===== src/rtl/bram24_arb_pkg.sv =====
// Shared constants and helpers for the 24-bit block RAM arbiter.
package bram24_arb_pkg;

  localparam int ADDR_W   = 10;
  localparam int DATA_W   = 24;
  localparam int NREQ_MAX = 4;

  // Width of a grant index; never narrower than one bit.
  function automatic int clog2(input int n);
    int w;
    w = 1;
    while ((1 << w) < n) w = w + 1;
    return w;
  endfunction

endpackage


===== src/rtl/bram24_arb_if.sv =====
// Requester-side bus of the arbiter: request handshake plus shared read response.
interface bram24_arb_if
  import bram24_arb_pkg::*;
#(
  parameter int NREQ = 2
);

  logic [NREQ-1:0]        req_valid;
  logic [NREQ-1:0]        req_ready;
  logic [NREQ-1:0]        req_we;
  logic [NREQ*ADDR_W-1:0] req_addr;
  logic [NREQ*DATA_W-1:0] req_wdata;
  logic [NREQ-1:0]        rsp_valid;
  logic [DATA_W-1:0]      rsp_data;

  modport master (
    output req_valid, req_we, req_addr, req_wdata,
    input  req_ready, rsp_valid, rsp_data
  );

  modport slave (
    input  req_valid, req_we, req_addr, req_wdata,
    output req_ready, rsp_valid, rsp_data
  );

endinterface


===== src/rtl/bram24_arb_rr_arbiter.sv =====
// Round-robin arbiter: combinational grant, scanning upward from the last winner.
module rr_arbiter
  import bram24_arb_pkg::*;
#(
  parameter int NREQ  = 2,
  parameter int IDX_W = clog2(NREQ)
) (
  input  logic             clk,
  input  logic             rst,
  input  logic [NREQ-1:0]  req,
  input  logic             advance,
  output logic [NREQ-1:0]  grant_onehot,
  output logic [IDX_W-1:0] grant_idx
);

  logic [IDX_W-1:0] last_grant_q, last_grant_d;
  logic [IDX_W:0]   cand;
  logic             found;

  // Extra bit on cand holds last_grant + i before the modulo wrap.
  always_comb begin
    grant_onehot = '0;
    grant_idx    = '0;
    cand         = '0;
    found        = 1'b0;
    if (!rst) begin
      for (int i = 1; i <= NREQ; i++) begin
        cand = {1'b0, last_grant_q} + (IDX_W+1)'(i);
        if (cand >= (IDX_W+1)'(NREQ)) cand = cand - (IDX_W+1)'(NREQ);
        if (!found && req[cand[IDX_W-1:0]]) begin
          found                           = 1'b1;
          grant_idx                       = cand[IDX_W-1:0];
          grant_onehot[cand[IDX_W-1:0]]   = 1'b1;
        end
      end
    end
  end

  always_comb begin
    last_grant_d = advance ? grant_idx : last_grant_q;
  end

  always_ff @(posedge clk) begin
    if (rst) last_grant_q <= IDX_W'(NREQ-1);
    else     last_grant_q <= last_grant_d;
  end

endmodule


===== src/rtl/bram24_arb.sv =====
// Shares one 24-bit x 1024 synchronous RAM between NREQ requesters, one access per cycle.
module bram24_arb
  import bram24_arb_pkg::*;
#(
  parameter int NREQ = 2
) (
  input  logic              clk,
  input  logic              rst,
  bram24_arb_if.slave       bus,
  output logic              mem_rd_en,
  output logic [ADDR_W-1:0] mem_rd_addr,
  input  logic [DATA_W-1:0] mem_rd_data,
  output logic              mem_wr_en,
  output logic [ADDR_W-1:0] mem_wr_addr,
  output logic [DATA_W-1:0] mem_wr_data
);

  localparam int IDX_W = clog2(NREQ);

  logic [NREQ-1:0]   grant_onehot;
  logic [IDX_W-1:0]  grant_idx;
  logic              accept;
  logic              sel_we;
  logic [ADDR_W-1:0] sel_addr;
  logic [DATA_W-1:0] sel_wdata;

  logic              rsp_pend_q, rsp_pend_d;
  logic [IDX_W-1:0]  rsp_owner_q, rsp_owner_d;

  rr_arbiter #(.NREQ(NREQ), .IDX_W(IDX_W)) u_rr_arbiter (
    .clk          (clk),
    .rst          (rst),
    .req          (bus.req_valid),
    .advance      (accept),
    .grant_onehot (grant_onehot),
    .grant_idx    (grant_idx)
  );

  // Address/data always follow the winner; only the enables are qualified.
  always_comb begin
    accept        = |grant_onehot;
    sel_we        = bus.req_we[grant_idx];
    sel_addr      = bus.req_addr[int'(grant_idx)*ADDR_W +: ADDR_W];
    sel_wdata     = bus.req_wdata[int'(grant_idx)*DATA_W +: DATA_W];
    bus.req_ready = grant_onehot;
    mem_rd_en     = accept && !sel_we;
    mem_wr_en     = accept && sel_we;
    mem_rd_addr   = sel_addr;
    mem_wr_addr   = sel_addr;
    mem_wr_data   = sel_wdata;
  end

  always_comb begin
    rsp_pend_d  = mem_rd_en;
    rsp_owner_d = mem_rd_en ? grant_idx : rsp_owner_q;
  end

  always_ff @(posedge clk) begin
    if (rst) begin
      rsp_pend_q  <= 1'b0;
      rsp_owner_q <= '0;
    end else begin
      rsp_pend_q  <= rsp_pend_d;
      rsp_owner_q <= rsp_owner_d;
    end
  end

  // Gating with rst drops a response whose read was accepted just before reset.
  always_comb begin
    bus.rsp_valid = '0;
    if (rsp_pend_q && !rst) bus.rsp_valid[rsp_owner_q] = 1'b1;
    bus.rsp_data = mem_rd_data;
  end

endmodule


===== src/flat_wrapper.sv =====
// flat-port wrapper written by rule: the top's interface ports become plain ports
module bram24_arb_flat import bram24_arb_pkg::*;
#(
  parameter int NREQ = 2
)
  (clk, rst, mem_rd_en, mem_rd_addr, mem_rd_data, mem_wr_en, mem_wr_addr, mem_wr_data, bus_req_valid, bus_req_we, bus_req_addr, bus_req_wdata, bus_req_ready, bus_rsp_valid, bus_rsp_data);
  bram24_arb_if #(.NREQ(NREQ)) bus_i ();
  input  logic clk;
  input  logic rst;
  output logic mem_rd_en;
  output logic [ADDR_W-1:0] mem_rd_addr;
  input  logic [DATA_W-1:0] mem_rd_data;
  output logic mem_wr_en;
  output logic [ADDR_W-1:0] mem_wr_addr;
  output logic [DATA_W-1:0] mem_wr_data;
  input wire logic [$bits(bus_i.req_valid)-1:0] bus_req_valid;
  input wire logic [$bits(bus_i.req_we)-1:0] bus_req_we;
  input wire logic [$bits(bus_i.req_addr)-1:0] bus_req_addr;
  input wire logic [$bits(bus_i.req_wdata)-1:0] bus_req_wdata;
  output wire logic [$bits(bus_i.req_ready)-1:0] bus_req_ready;
  output wire logic [$bits(bus_i.rsp_valid)-1:0] bus_rsp_valid;
  output wire logic [$bits(bus_i.rsp_data)-1:0] bus_rsp_data;
  assign bus_i.req_valid = bus_req_valid;
  assign bus_i.req_we = bus_req_we;
  assign bus_i.req_addr = bus_req_addr;
  assign bus_i.req_wdata = bus_req_wdata;
  assign bus_req_ready = bus_i.req_ready;
  assign bus_rsp_valid = bus_i.rsp_valid;
  assign bus_rsp_data = bus_i.rsp_data;
  bram24_arb #(.NREQ(NREQ)) u_core (.clk(clk), .rst(rst), .bus(bus_i), .mem_rd_en(mem_rd_en), .mem_rd_addr(mem_rd_addr), .mem_rd_data(mem_rd_data), .mem_wr_en(mem_wr_en), .mem_wr_addr(mem_wr_addr), .mem_wr_data(mem_wr_data));
endmodule

===== config.mk =====
export PLATFORM = sky130hd
export DESIGN_NAME = bram24_arb_flat
export DESIGN_NICKNAME = d
export VERILOG_FILES = /design/src/rtl/bram24_arb_pkg.sv /design/src/rtl/bram24_arb_if.sv /design/src/rtl/bram24_arb_rr_arbiter.sv /design/src/rtl/bram24_arb.sv /design/src/flat_wrapper.sv
export SDC_FILE = /design/constraint.sdc
export NUM_CORES = 1
export LEC_CHECK = 0
export CAP_MARGIN = 10
export CELL_PAD_IN_SITES_DETAIL_PLACEMENT = 0
export CELL_PAD_IN_SITES_GLOBAL_PLACEMENT = 1
export CORE_MARGIN = 1.5
export CORE_UTILIZATION = 13
export CTS_BUF_LIST = sky130_fd_sc_hd__clkbuf_8
export DETAILED_ROUTE_END_ITERATION = 8
export MAX_ROUTING_LAYER = met4
export PLACE_DENSITY = 0.95
export REMOVE_ABC_BUFFERS = 1
export SLEW_MARGIN = 20
export SYNTH_ARGS = -nofsm -noshare
export SYNTH_HDL_FRONTEND = slang
export SYNTH_SLANG_ARGS = --single-unit

===== constraint.sdc =====
create_clock -name clk -period 4.88 [get_ports clk]
set_input_delay 1.464 -clock clk [delete_from_list [all_inputs] [get_ports clk]]
set_output_delay 1.464 -clock clk [all_outputs]
set_load 0.01 [all_outputs]

# Word level (Yosys, flattened, before mapping)
# Index checks and enable logic that the tools add are counted.
word_totals:
  register_bits: 3
  out_inout_bits: 74
  word_cells: 58
classes:
  n_shift: 2
  reduce_logical: 11
  mul: 2
  add_sub_neg: 4
  n_bitwise: 1
  n_lt_le_gt_ge: 9
  mux: 26
op_table:
  columns: ["op", "count"]
  rows:
  - ["$shiftx A48 B32 Y24", 1]
  - ["$shiftx A20 B32 Y10", 1]
  - ["$mux W1", 18]
  - ["$mux W2", 5]
  - ["$lt A1 B2 Y1 const B", 4]
  - ["$logic_and A1 B1 Y1", 7]
  - ["$ge A2 B2 Y1 const B", 2]
  - ["$mul A1 B3 Y4 const B", 1]
  - ["$demux W1 S1", 3]
  - ["$ge A1 B1 Y1 const B", 3]
  - ["$logic_not A1 Y1", 3]
  - ["$mul A1 B2 Y3 const B", 1]
  - ["$add A1 B1 Y2 const B", 1]
  - ["$add A1 B2 Y2 const B", 1]
  - ["$or A2 B2 Y2", 1]
  - ["$reduce_or A2 Y1", 1]
  - ["$sub A1 B1 Y1 const B", 2]

# Depth between registers and ports, before layout
# Gate-level depths: netlist of run 1.
depth:
  depth_word: 16
  depth_mapped: 6

# By module
# Synthesis of run 1 repeated with hierarchy kept, for this count alone.
unflattened:
  hier_cells: 96
  area_unflattened_um2: 888.4
by_module_without_submodules:
  columns: ["module", "n_inst", "cells_per_inst", "area_each_um2", "seq_area_each_um2"]
  rows:
  - ["bram24_arb", 1, 87, 818.3, 40.0]
  - ["rr_arbiter", 1, 9, 70.1, 20.0]

# Worst setup path before layout of run 1
# No wires, ideal clock.
synth_path:
  path_type: "in2out"
  start: "in bus_req_valid[0]"
  end: "out mem_wr_addr[2]"
  t_required_ns: 3.416
  stages: 6
  path_slack_ns: 1.027
  n_path_buf: 3
  arrival_ns: 2.389
  path_cell_list: "nand2_1 -> nand3b_4 -> buf_12 -> buf_8 -> mux2_4 -> buf_4"
synth_via:
  elab_chain_len: 10
  elab_cells_between_ends: 13
  cone_classes: "1 x mul; 1 x shift; 9 x mux; 2 x reduce/logical"
synth_rtl:
  columns: ["item", "line", "rtl"]
  rows:
  - ["start: declaration", "flat_wrapper.sv:16", "input wire logic [$bits(bus_i.req_valid)-1:0] bus_req_valid;"]
  - ["$mux W1 (not written as such) (2 in series)", "bram24_arb_rr_arbiter.sv:30", "if (!found && req[cand[IDX_W-1:0]]) begin"]
  - ["$mux W1", "bram24_arb_rr_arbiter.sv:30", null]
  - ["$mux W1", "bram24_arb_rr_arbiter.sv:26", "if (!rst) begin"]
  - ["$logic_not A1 Y1", "bram24_arb_rr_arbiter.sv:30", null]
  - ["$logic_and A1 B1 Y1", "bram24_arb_rr_arbiter.sv:30", null]
  - ["$mux W1 (*)", "bram24_arb_rr_arbiter.sv:30", null]
  - ["$mux W1 (*)", "bram24_arb_rr_arbiter.sv:26", null]
  - ["$mul A1 B3 Y4 (*)", "bram24_arb.sv:43", "sel_addr = bus.req_addr[int'(grant_idx)*ADDR_W +: ADDR_W];"]
  - ["$shiftx A20 B32 Y10 (*)", "bram24_arb.sv:43", null]
  - ["end: declaration", "flat_wrapper.sv:14", "output logic [ADDR_W-1:0] mem_wr_addr;"]
# Every way passes the cells marked *; elsewhere a longest branch is shown, timed or not. The select of a mux whose other input is x is not followed.

# Worst setup path in the final report of run 1
layout_path:
  start: "in bus_req_valid[0]"
  end: "out mem_rd_addr[8]"
layout_via:
  elab_chain_len: 10
  elab_cells_between_ends: 13
  cone_classes: "1 x mul; 1 x shift; 9 x mux; 2 x reduce/logical"
layout_rtl:
  columns: ["item", "line", "rtl"]
  rows:
  - ["$mux W1 (not written as such) (2 in series)", "bram24_arb_rr_arbiter.sv:30", null]
  - ["$mux W1", "bram24_arb_rr_arbiter.sv:30", null]
  - ["$mux W1", "bram24_arb_rr_arbiter.sv:26", null]
  - ["$logic_not A1 Y1", "bram24_arb_rr_arbiter.sv:30", null]
  - ["$logic_and A1 B1 Y1", "bram24_arb_rr_arbiter.sv:30", null]
  - ["$mux W1 (*)", "bram24_arb_rr_arbiter.sv:30", null]
  - ["$mux W1 (*)", "bram24_arb_rr_arbiter.sv:26", null]
  - ["$mul A1 B3 Y4 (*)", "bram24_arb.sv:43", null]
  - ["$shiftx A20 B32 Y10 (*)", "bram24_arb.sv:43", null]
  - ["end: declaration", "flat_wrapper.sv:11", "output logic [ADDR_W-1:0] mem_rd_addr;"]
# Marks and branches as above.

==> results.py, run 1 <==
metrics = {
    "global_routing": {
        "track_usage_pct": 8.99,
        "grt_pass1_wl_um": 5000,
        "antenna_found_initial": 0,
        "grt.overflow.total": 0,
        "grt_max_degree": 25,
        "grt_pass1_vias": 1076,
    },
    "worst_setup_path": {
        "arrival_ns": 3.19,
        "crit_required_ns": 3.42,
        "cpPeakStageDelay_ns": 0.49,
        "cp_common_cell": "clkdlybuf4s50_1",
        "end_kind": "output pin",
        "cp_max_fo": 24,
        "path_cells": "clkdlybuf4s50_1, nand2_1, nand3b_4, buf_12, mux2_2, clkdlybuf4s50_1",
        "cp-startpoint": "bus_req_valid[0]",
        "crit_type": "in2out",
        "cpMaxStageDelayCell": "clkdlybuf4s50_1",
        "cp_top_family": "buffers and inverters",
        "r2r_start": "u_core.u_rr_arbiter.last_grant_q",
        "start_kind": "primary input",
        "path_buf_inv": 3,
    },
    "cells_and_area": {
        "layout.nets": 281,
        "n_antenna_cell": 0,
        "layout_common_cells": "clkdlybuf4s50_1 (123), mux2_2 (18), mux2_4 (16), clkbuf_8 (3), dfxtp_1 (3)",
        "syn_to_final_growth_pct": 120,
        "drive_gt1_share_pct": 23.1,
        "layout.cells.most_common": "clkdlybuf4s50_1",
        "fin_util_pct": 30.0,
    },
    "timing": {
        "finalHoldViolations": 0,
        "fin_skew_ns": 0.000229,
        "tns_ns": 0,
        "clock.fmax_mhz": 215,
        "finalWorstPathRequiredPeriod_ns": 4.65,
        "max_slew_margin_pct": 80.8,
        "hold_slack_ns": 0.487,
        "finalSetupViolations": 0,
        "slew_violations": 0,
        "tightest_slew_ns": 0.286,
        "finalCritPeriodShare_pct": 95.3,
        "rsz0062_at_grt": "no",
    },
    "run_status": {
        "status": "completed",
    },
    "detailed_routing": {
        "via_count": 1019,
        "wl_met1_um": 1380,
        "dr.pass1.iters": 4,
        "highest_layer": "met4",
        "met3_length_um": 532,
        "wl_met2_um": 1810,
        "via_per_inst": 3.67,
        "ant_nets": 0,
        "drt_iter0_markers": 7,
        "wirelength_um": 3740,
        "route.detailed.drc": 0,
        "routedWlPerCell_um": 13.5,
    },
    "clock_tree": {
        "clk_pin_slew_ns": 0.03,
        "cts_buffers": 3,
        "h-tree-depth": 1,
        "cts_tree": "done",
        "holdBufCountCts": 0,
        "cts_resized": 0,
        "cts_root_buf": "clkbuf_8",
        "clock_latency_ns": 0.21,
        "cts_buffer_depth": 2,
        "post_cts_buffers": 0,
        "cts.sinks": 3,
    },
    "synth": {
        "synth-warning-count": 0,
        "synth_top_area_share_pct": 28.1,
        "ys_ff_latch": 3,
        "synth_area_leaders": "buf_4 (28%), mux2_4 (26%), mux2_2 (22%), dfxtp_1 (6.4%), buf_12 (4.3%)",
        "avgSynthCellArea_um2": 10.4,
        "syn_inst": 90,
        "yosysTopAreaCell": "buf_4",
        "ys_seq_area_share_pct": 6.43,
        "synth_cell_types": 20,
        "netlist_area_um2": 935,
    },
    "placed_design": {
        "place.gp.congestion": 0.642,
        "numPortBuffers": 123,
        "hpwlAfterDp_um": 3300,
    },
    "floorplanning": {
        "initial_core_util_pct": 13.6,
        "fp.dieW_um": 87.8,
        "ios": 172,
        "die_h_um": 87.8,
        "die_area_um2": 7710,
        "design.core.area_um2": 6870,
        "rows": 30,
    },
    "hold_path": {
        "min_from": "u_core.u_rr_arbiter.last_grant_q",
        "hold_path.class": "reg2reg",
    },
    "run": {
        "maxCapViolations": 0,
    },
    "power_and_ir_drop": {
        "p_leak_uw": 0.000839,
        "power.density_nw_per_um2": 139,
        "ir_drop_mv": 0.0484,
    },
}
path summary, 6_finish.rpt:
kind	to	slack (ns)	depth (start not counted)
worst min-delay path	u_core.u_rr_arbiter.last_grant_q	0.49	1
worst max register to register	u_core.rsp_owner_q	3.88	3
worst min register to register	u_core.u_rr_arbiter.last_grant_q	0.49	1
worst max-delay path	mem_rd_addr[8]	0.23	6
layer usage:
layer / vias to the layer above / GRT usage (%)
met3: 2 / 5.00
li1: 462 / -
met4: 0 / 2.16
met2: 102 / 14.6
met1: 453 / 9.51
met5: - / -
sequential cells by signal, summed over array words and instances, names as in the netlist:
| name | count |
|---|---|
| u_core.rsp_owner_q | 1 |
| u_core.u_rr_arbiter.last_grant_q | 1 |
| u_core.rsp_pend_q | 1 |
cells by family after synthesis:
group                  Yosys count  synth area share (%)
multiplexers                    34                  47.4
AO/OA/AOI/OAI                    5                  4.15
AND/OR/NAND/NOR                  8                  6.96
buffers and inverters           40                  35.1
flip-flops                       3                  6.43
cell type report:
cell class                 instances  area, um2
clock buffer                       3       41.3
clock inverter                     1       3.75
fill                             722       4810
inverter                           2       10.0
multi-input combinational         47        547
sequential                         3       60.1
tap                               96        120
timing repair buffer             126       1280
cells in the mapped netlist (all sizes together):
| cell type | n |
|---|---|
| a211o | 1 |
| dfxtp | 3 |
| nor3 | 1 |
| inv | 2 |
| nor2b | 1 |
| buf | 38 |
| o2bb2ai | 1 |
| nand3b | 1 |
| and3b | 1 |
| mux2 | 34 |
| a22o | 1 |
| o22ai | 2 |
| nand2 | 1 |
| nor3b | 1 |
| and2b | 1 |
| or3 | 1 |
power by group:
group          internal [uW]  switching [uW]  total (uW)
logic                    134            54.9         189
registers               26.5           0.901        27.4
clock network           53.6            16.7        70.3
total                    214            72.5         287
stage by stage:
stage | std cells | area (um2) | power, uW | setup slack [ns]
2_1_floorplan | 52 | 617 | 90.1 | 0.988
3_3_place_gp | 274 | 2020 | 217 | 0.229
3_5_place_dp | 274 | 2020 | 219 | 0.204
4_1_cts | 278 | 2060 | 292 | 0.203
5_1_grt | 278 | 2060 | 302 | 0.162
6_report | 278 | 2060 | 287 | 0.228
Power figures use the tool's default switching activity.
==> run 2, diff against run 1 <==
Settings changed: CORE_AREA set to 2 2 67 69, CORE_MARGIN 1.5 to not set, CORE_UTILIZATION 13 to not set, DIE_AREA set to 0 0 69 71, DONT_BUFFER_PORTS set to 1, PLACE_DENSITY 0.95 to 0.61.
==> run 2 against run 1 <==
  * Clock skew grew 0.0023 ns
  * Fmax rose by 16%
  * Die area is 36% lower
  * Routed wire length fell by 40%
  * Sequential cell count unchanged
  * Clock-buffer cell count is the same
  * Combinational power shrank 65%
  * First-iteration DRC count stayed put
  * Sequential power hardly changed
==> results.py, run 2 (synthesis gave the netlist of run 1 again) <==
metrics = {
    "run_status": {
        "status": "completed",
    },
    "detailed_routing": {
        "ant_nets": 0,
        "route.detailed.drc": 0,
        "via_per_inst": 5.24,
        "routedWlPerCell_um": 20.9,
        "drt_iter0_markers": 7,
        "via_count": 566,
        "wirelength_um": 2250,
        "dr.pass1.iters": 3,
    },
    "worst_setup_path": {
        "arrival_ns": 2.55,
        "crit_required_ns": 3.42,
        "start_kind": "primary input",
        "end_kind": "output pin",
        "crit_type": "in2out",
        "cp_max_fo": 38,
        "r2r.worst_path.cells": 3,
    },
    "clock_tree": {
        "clk_pin_slew_ns": 0.03,
        "cts_tree": "done",
        "cts_buffers": 3,
        "cts.sinks": 3,
        "holdBufCountCts": 0,
        "cts_buffer_depth": 2,
        "cts_resized": 0,
        "clock_latency_ns": 0.21,
        "post_cts_buffers": 0,
        "cts_root_buf": "clkbuf_8",
        "h-tree-depth": 1,
    },
    "placed_design": {
        "place.gp.congestion": 0.651,
        "dpl_cell_area_um2": 682,
        "numPortBuffers": 0,
        "dpl.cell_count": 104,
        "hpwlAfterDp_um": 1940,
    },
    "timing": {
        "rsz0062_at_grt": "no",
        "finalCritPeriodShare_pct": 82.3,
        "finalHoldViolations": 0,
        "clock.fmax_mhz": 249,
        "finalSetupViolations": 0,
        "max_slew_margin_pct": 60.6,
        "slew_violations": 0,
        "tns_ns": 0,
        "finalWorstPathRequiredPeriod_ns": 4.02,
        "hold_slack_ns": 0.492,
        "tightest_slew_ns": 0.591,
        "fin_skew_ns": 0.00253,
    },
    "power_and_ir_drop": {
        "switchingPower_uw": 52.3,
        "p_clk_share_pct": 42.6,
        "seqPwrFrac_pct": 16.7,
        "switching_share_pct": 31.9,
        "combPwrFrac_pct": 40.7,
        "p_leak_uw": 0.000335,
        "p_int_uw": 112,
        "ir_drop_mv": 0.0481,
        "power.density_nw_per_um2": 226,
        "finalPower_uw": 164,
    },
    "floorplanning": {
        "initial_core_util_pct": 22.2,
        "fp.dieW_um": 69,
        "ios": 172,
        "rows": 24,
        "die_area_um2": 4900,
        "die_h_um": 71,
        "design.core.area_um2": 4200,
    },
    "cells_and_area": {
        "n_antenna_cell": 0,
        "final_cells": 108,
        "drive_gt1_share_pct": 69.6,
        "final_area_um2": 727,
        "layout.cells.most_common": "mux2_2",
        "largestRegisters": "u_core.rsp_owner_q (1), u_core.rsp_pend_q (1), u_core.u_rr_arbiter.last_grant_q (1)",
        "syn_to_final_growth_pct": -22.2,
        "layout.nets": 155,
        "layout_common_cells": "mux2_2 (18), mux2_4 (16), clkbuf_8 (3), dfxtp_1 (3)",
    },
    "hold_path": {
        "hold_path.class": "reg2reg",
        "worstHoldPathCells": 1,
    },
    "run": {
        "maxCapViolations": 0,
    },
    "global_routing": {
        "grt_pass1_vias": 497,
        "grt_pass1_wl_um": 2610,
        "track_usage_pct": 7.60,
        "grt.overflow.total": 0,
        "antenna_found_initial": 0,
        "grt_max_degree": 39,
    },
}
-- run 2: final cells by class --
cell class,count,area [um2]
Inverter,2,10.0
Multi-Input combinational cell,47,547
Clock buffer,3,41.3
Fill cell,477,3480
Clock inverter,1,3.75
Tap cell,52,65.1
Sequential cell,3,60.1
-- run 2: worst paths after layout --
path	end	from	slack (ns)
worst max-delay path	mem_wr_addr[9]	bus_req_valid[0]	0.86
worst min-delay path	u_core.u_rr_arbiter.last_grant_q	u_core.u_rr_arbiter.last_grant_q	0.49
worst max register to register	u_core.rsp_pend_q	u_core.u_rr_arbiter.last_grant_q	3.56
worst min register to register	u_core.u_rr_arbiter.last_grant_q	u_core.u_rr_arbiter.last_grant_q	0.49
-- run 2: worst max-delay path: stages --
cell      delay [ns]
nand2_1         0.09
nand3b_4        0.45
mux2_2          0.52
-- run 2: metrics by stage --
stage          util (%)  worst slack, ns
4_1_cts            17.3            0.827
3_3_place_gp       16.2            0.872
3_5_place_dp       16.2            0.822
6_report           17.3            0.863
2_1_floorplan         -            0.988
5_1_grt            17.3            0.747
-- run 2: power groups by stage --
stage	clock, uW	combinational, uW	sequential [uW]
2_1_floorplan	0	62.5	27.6
3_3_place_gp	0	67.6	27.7
6_report	70.0	66.8	27.5
4_1_cts	71.4	67.9	27.5
3_5_place_dp	0	67.8	27.9
5_1_grt	75.0	71.0	27.6
-- run 2: routing by layer --
layer / routed length, um / up-vias / track usage [%]
met3: 528 / 4 / 6.98
met1: 698 / 242 / 7.80
met2: 997 / 107 / 9.40
met5: 0 / - / -
met4: 29 / 0 / 4.36
li1: - / 213 / -
==> run 3, diff against run 2 <==
Settings changed: CORE_AREA 2 2 67 69 to 2 2 66 68, DIE_AREA 0 0 69 71 to 0 0 68 70, PLACE_DENSITY 0.61 to 0.63.
Clock period 4.88 ns to 3.7 ns, I/O delays scaled along.
==> run 3 against run 2 <==
  * Sequential cell count is the same
  * Worst hold slack improved by 0.0028 ns
  * Global-route usage increased by 1.3 points
  * Largest cell class unchanged
  * Critical path depth up 1
  * Via count down 1.1%
  * Setup slack worse by 0.31 ns
  * Utilization up 0.61 points
  * First-iteration DRC count rose to 3.0 times the previous value
  * Clock-buffer cell count did not move
==> results.py, run 3 (synthesis gave the netlist of run 1 again) <==
metrics = {
    "run_status": {
        "status": "completed",
    },
    "global_routing": {
        "grt_max_degree": 26,
        "grt_pass1_vias": 522,
        "antenna_found_initial": 0,
        "track_usage_pct": 8.95,
        "grt_pass1_wl_um": 2950,
        "grt.overflow.total": 0,
    },
    "detailed_routing": {
        "via_per_inst": 5.09,
        "wl_met2_um": 1010,
        "dr.pass1.iters": 4,
        "routedWlPerCell_um": 21.7,
        "ant_nets": 0,
        "highest_layer": "met3",
        "route.detailed.drc": 0,
        "wirelength_um": 2390,
        "drt_iter0_markers": 21,
        "via_count": 560,
        "met3_length_um": 453,
        "wl_met1_um": 927,
    },
    "run": {
        "maxCapViolations": 0,
    },
    "hold_path": {
        "worstHoldPathCells": 1,
        "hold_end": "u_core.u_rr_arbiter.last_grant_q",
        "min_from": "u_core.u_rr_arbiter.last_grant_q",
        "hold_path.class": "reg2reg",
    },
    "cells_and_area": {
        "fin_util_pct": 17.9,
        "largestRegisters": "u_core.rsp_owner_q (1), u_core.rsp_pend_q (1), u_core.u_rr_arbiter.last_grant_q (1)",
        "seqCellArea_um2": 60.1,
        "drive_gt1_share_pct": 70.7,
        "layout.nets": 157,
        "final_area_um2": 742,
        "fillers": 459,
        "multiInputGateArea_um2": 547,
        "n_antenna_cell": 0,
        "syn_to_final_growth_pct": -20.6,
        "layout.cells.most_common": "mux2_2",
        "layout_common_cells": "mux2_2 (18), mux2_4 (16), clkbuf_8 (3), dfxtp_1 (3)",
    },
    "timing": {
        "finalCritPeriodShare_pct": 85.2,
        "tns_ns": 0,
        "finalHoldViolations": 0,
        "finalWorstPathRequiredPeriod_ns": 3.15,
        "max_slew_margin_pct": 69.6,
        "fin_skew_ns": 0.00277,
        "slew_violations": 0,
        "finalSetupViolations": 0,
        "rsz0062_at_grt": "no",
        "clock.fmax_mhz": 317,
        "tightest_slew_ns": 0.453,
    },
    "clock_tree": {
        "cts.sinks": 3,
        "post_cts_buffers": 0,
        "cts_buffers": 3,
        "cts_buffer_depth": 2,
        "clk_pin_slew_ns": 0.03,
        "holdBufCountCts": 0,
        "h-tree-depth": 1,
        "cts_tree": "done",
        "cts_root_buf": "clkbuf_8",
        "clock_latency_ns": 0.22,
        "cts_resized": 0,
    },
    "power_and_ir_drop": {
        "ir_drop_mv": 0.0676,
        "p_leak_uw": 0.000344,
        "power.density_nw_per_um2": 297,
    },
    "worst_setup_path": {
        "r2r_slack_ns": 2.66,
        "r2r_start": "u_core.u_rr_arbiter.last_grant_q",
        "worstReg2RegEnd": "u_core.rsp_owner_q",
        "crit_type": "in2out",
        "start_kind": "primary input",
        "crit_required_ns": 2.59,
        "cp-startpoint": "bus_req_valid[0]",
        "arrival_ns": 2.04,
        "r2r.worst_path.cells": 3,
        "end_kind": "output pin",
        "cp_max_fo": 25,
    },
    "floorplanning": {
        "ios": 172,
        "die_h_um": 70,
        "die_area_um2": 4760,
        "initial_core_util_pct": 22.6,
        "design.core.area_um2": 4140,
        "fp.dieW_um": 68,
        "rows": 24,
    },
    "placed_design": {
        "numPortBuffers": 0,
        "dpl_cell_area_um2": 697,
        "hpwlAfterDp_um": 2040,
        "place.gp.congestion": 0.675,
    },
}
run 3: changes by cell type in the layout (fill, tap and decap cells not counted):
| cell | previous run | this run |
|---|---|---|
| buf_4 | 0 | 2 |
run 3: report_power, final:
group          switching, uW  internal, uW
logic                   46.9          42.9
clock network           23.6          70.8
registers               1.28          34.9
run 3: how the worst max path moves through the flow:
stage                                 to
final                     mem_wr_addr[8]
after global routing      mem_wr_addr[8]
after CTS                 mem_wr_addr[8]
after detailed placement  mem_wr_addr[8]
after global placement    mem_rd_addr[1]
after floorplan           mem_rd_addr[0]
run 3: cell type report:
type,count,area share [%]
Sequential cell,3,8.09
Multi-Input combinational cell,47,73.7
Timing Repair Buffer,2,2.02
Inverter,2,1.35
Clock buffer,3,5.56
Tap cell,52,8.77
Clock inverter,1,0.506
run 3: stage by stage:
| step | std cells | power, uW | worst slack, ns | hold WS (ns) |
|---|---|---|---|---|
| 4_1_cts | 110 | 222 | 0.538 | 0.490 |
| 3_3_place_gp | 106 | 127 | 0.575 | 0.466 |
| 2_1_floorplan | 52 | 119 | 0.516 | 0.459 |
| 6_report | 110 | 220 | 0.549 | 0.495 |
| 5_1_grt | 110 | 232 | 0.478 | 0.510 |
| 3_5_place_dp | 106 | 127 | 0.537 | 0.487 |
run 3: routing by layer:
layer  track usage (%)  vias to the layer above
met3              7.57                        0
met2              10.0                       82
met1              11.9                      261
met4              2.00                        0
li1                  -                      217
met5                 -                        -
run 3: critical path, cell delays in order:
cell and delay, ns:
nand2_1 0.07, nand3b_4 0.08, buf_4 0.32, mux2_2 0.44
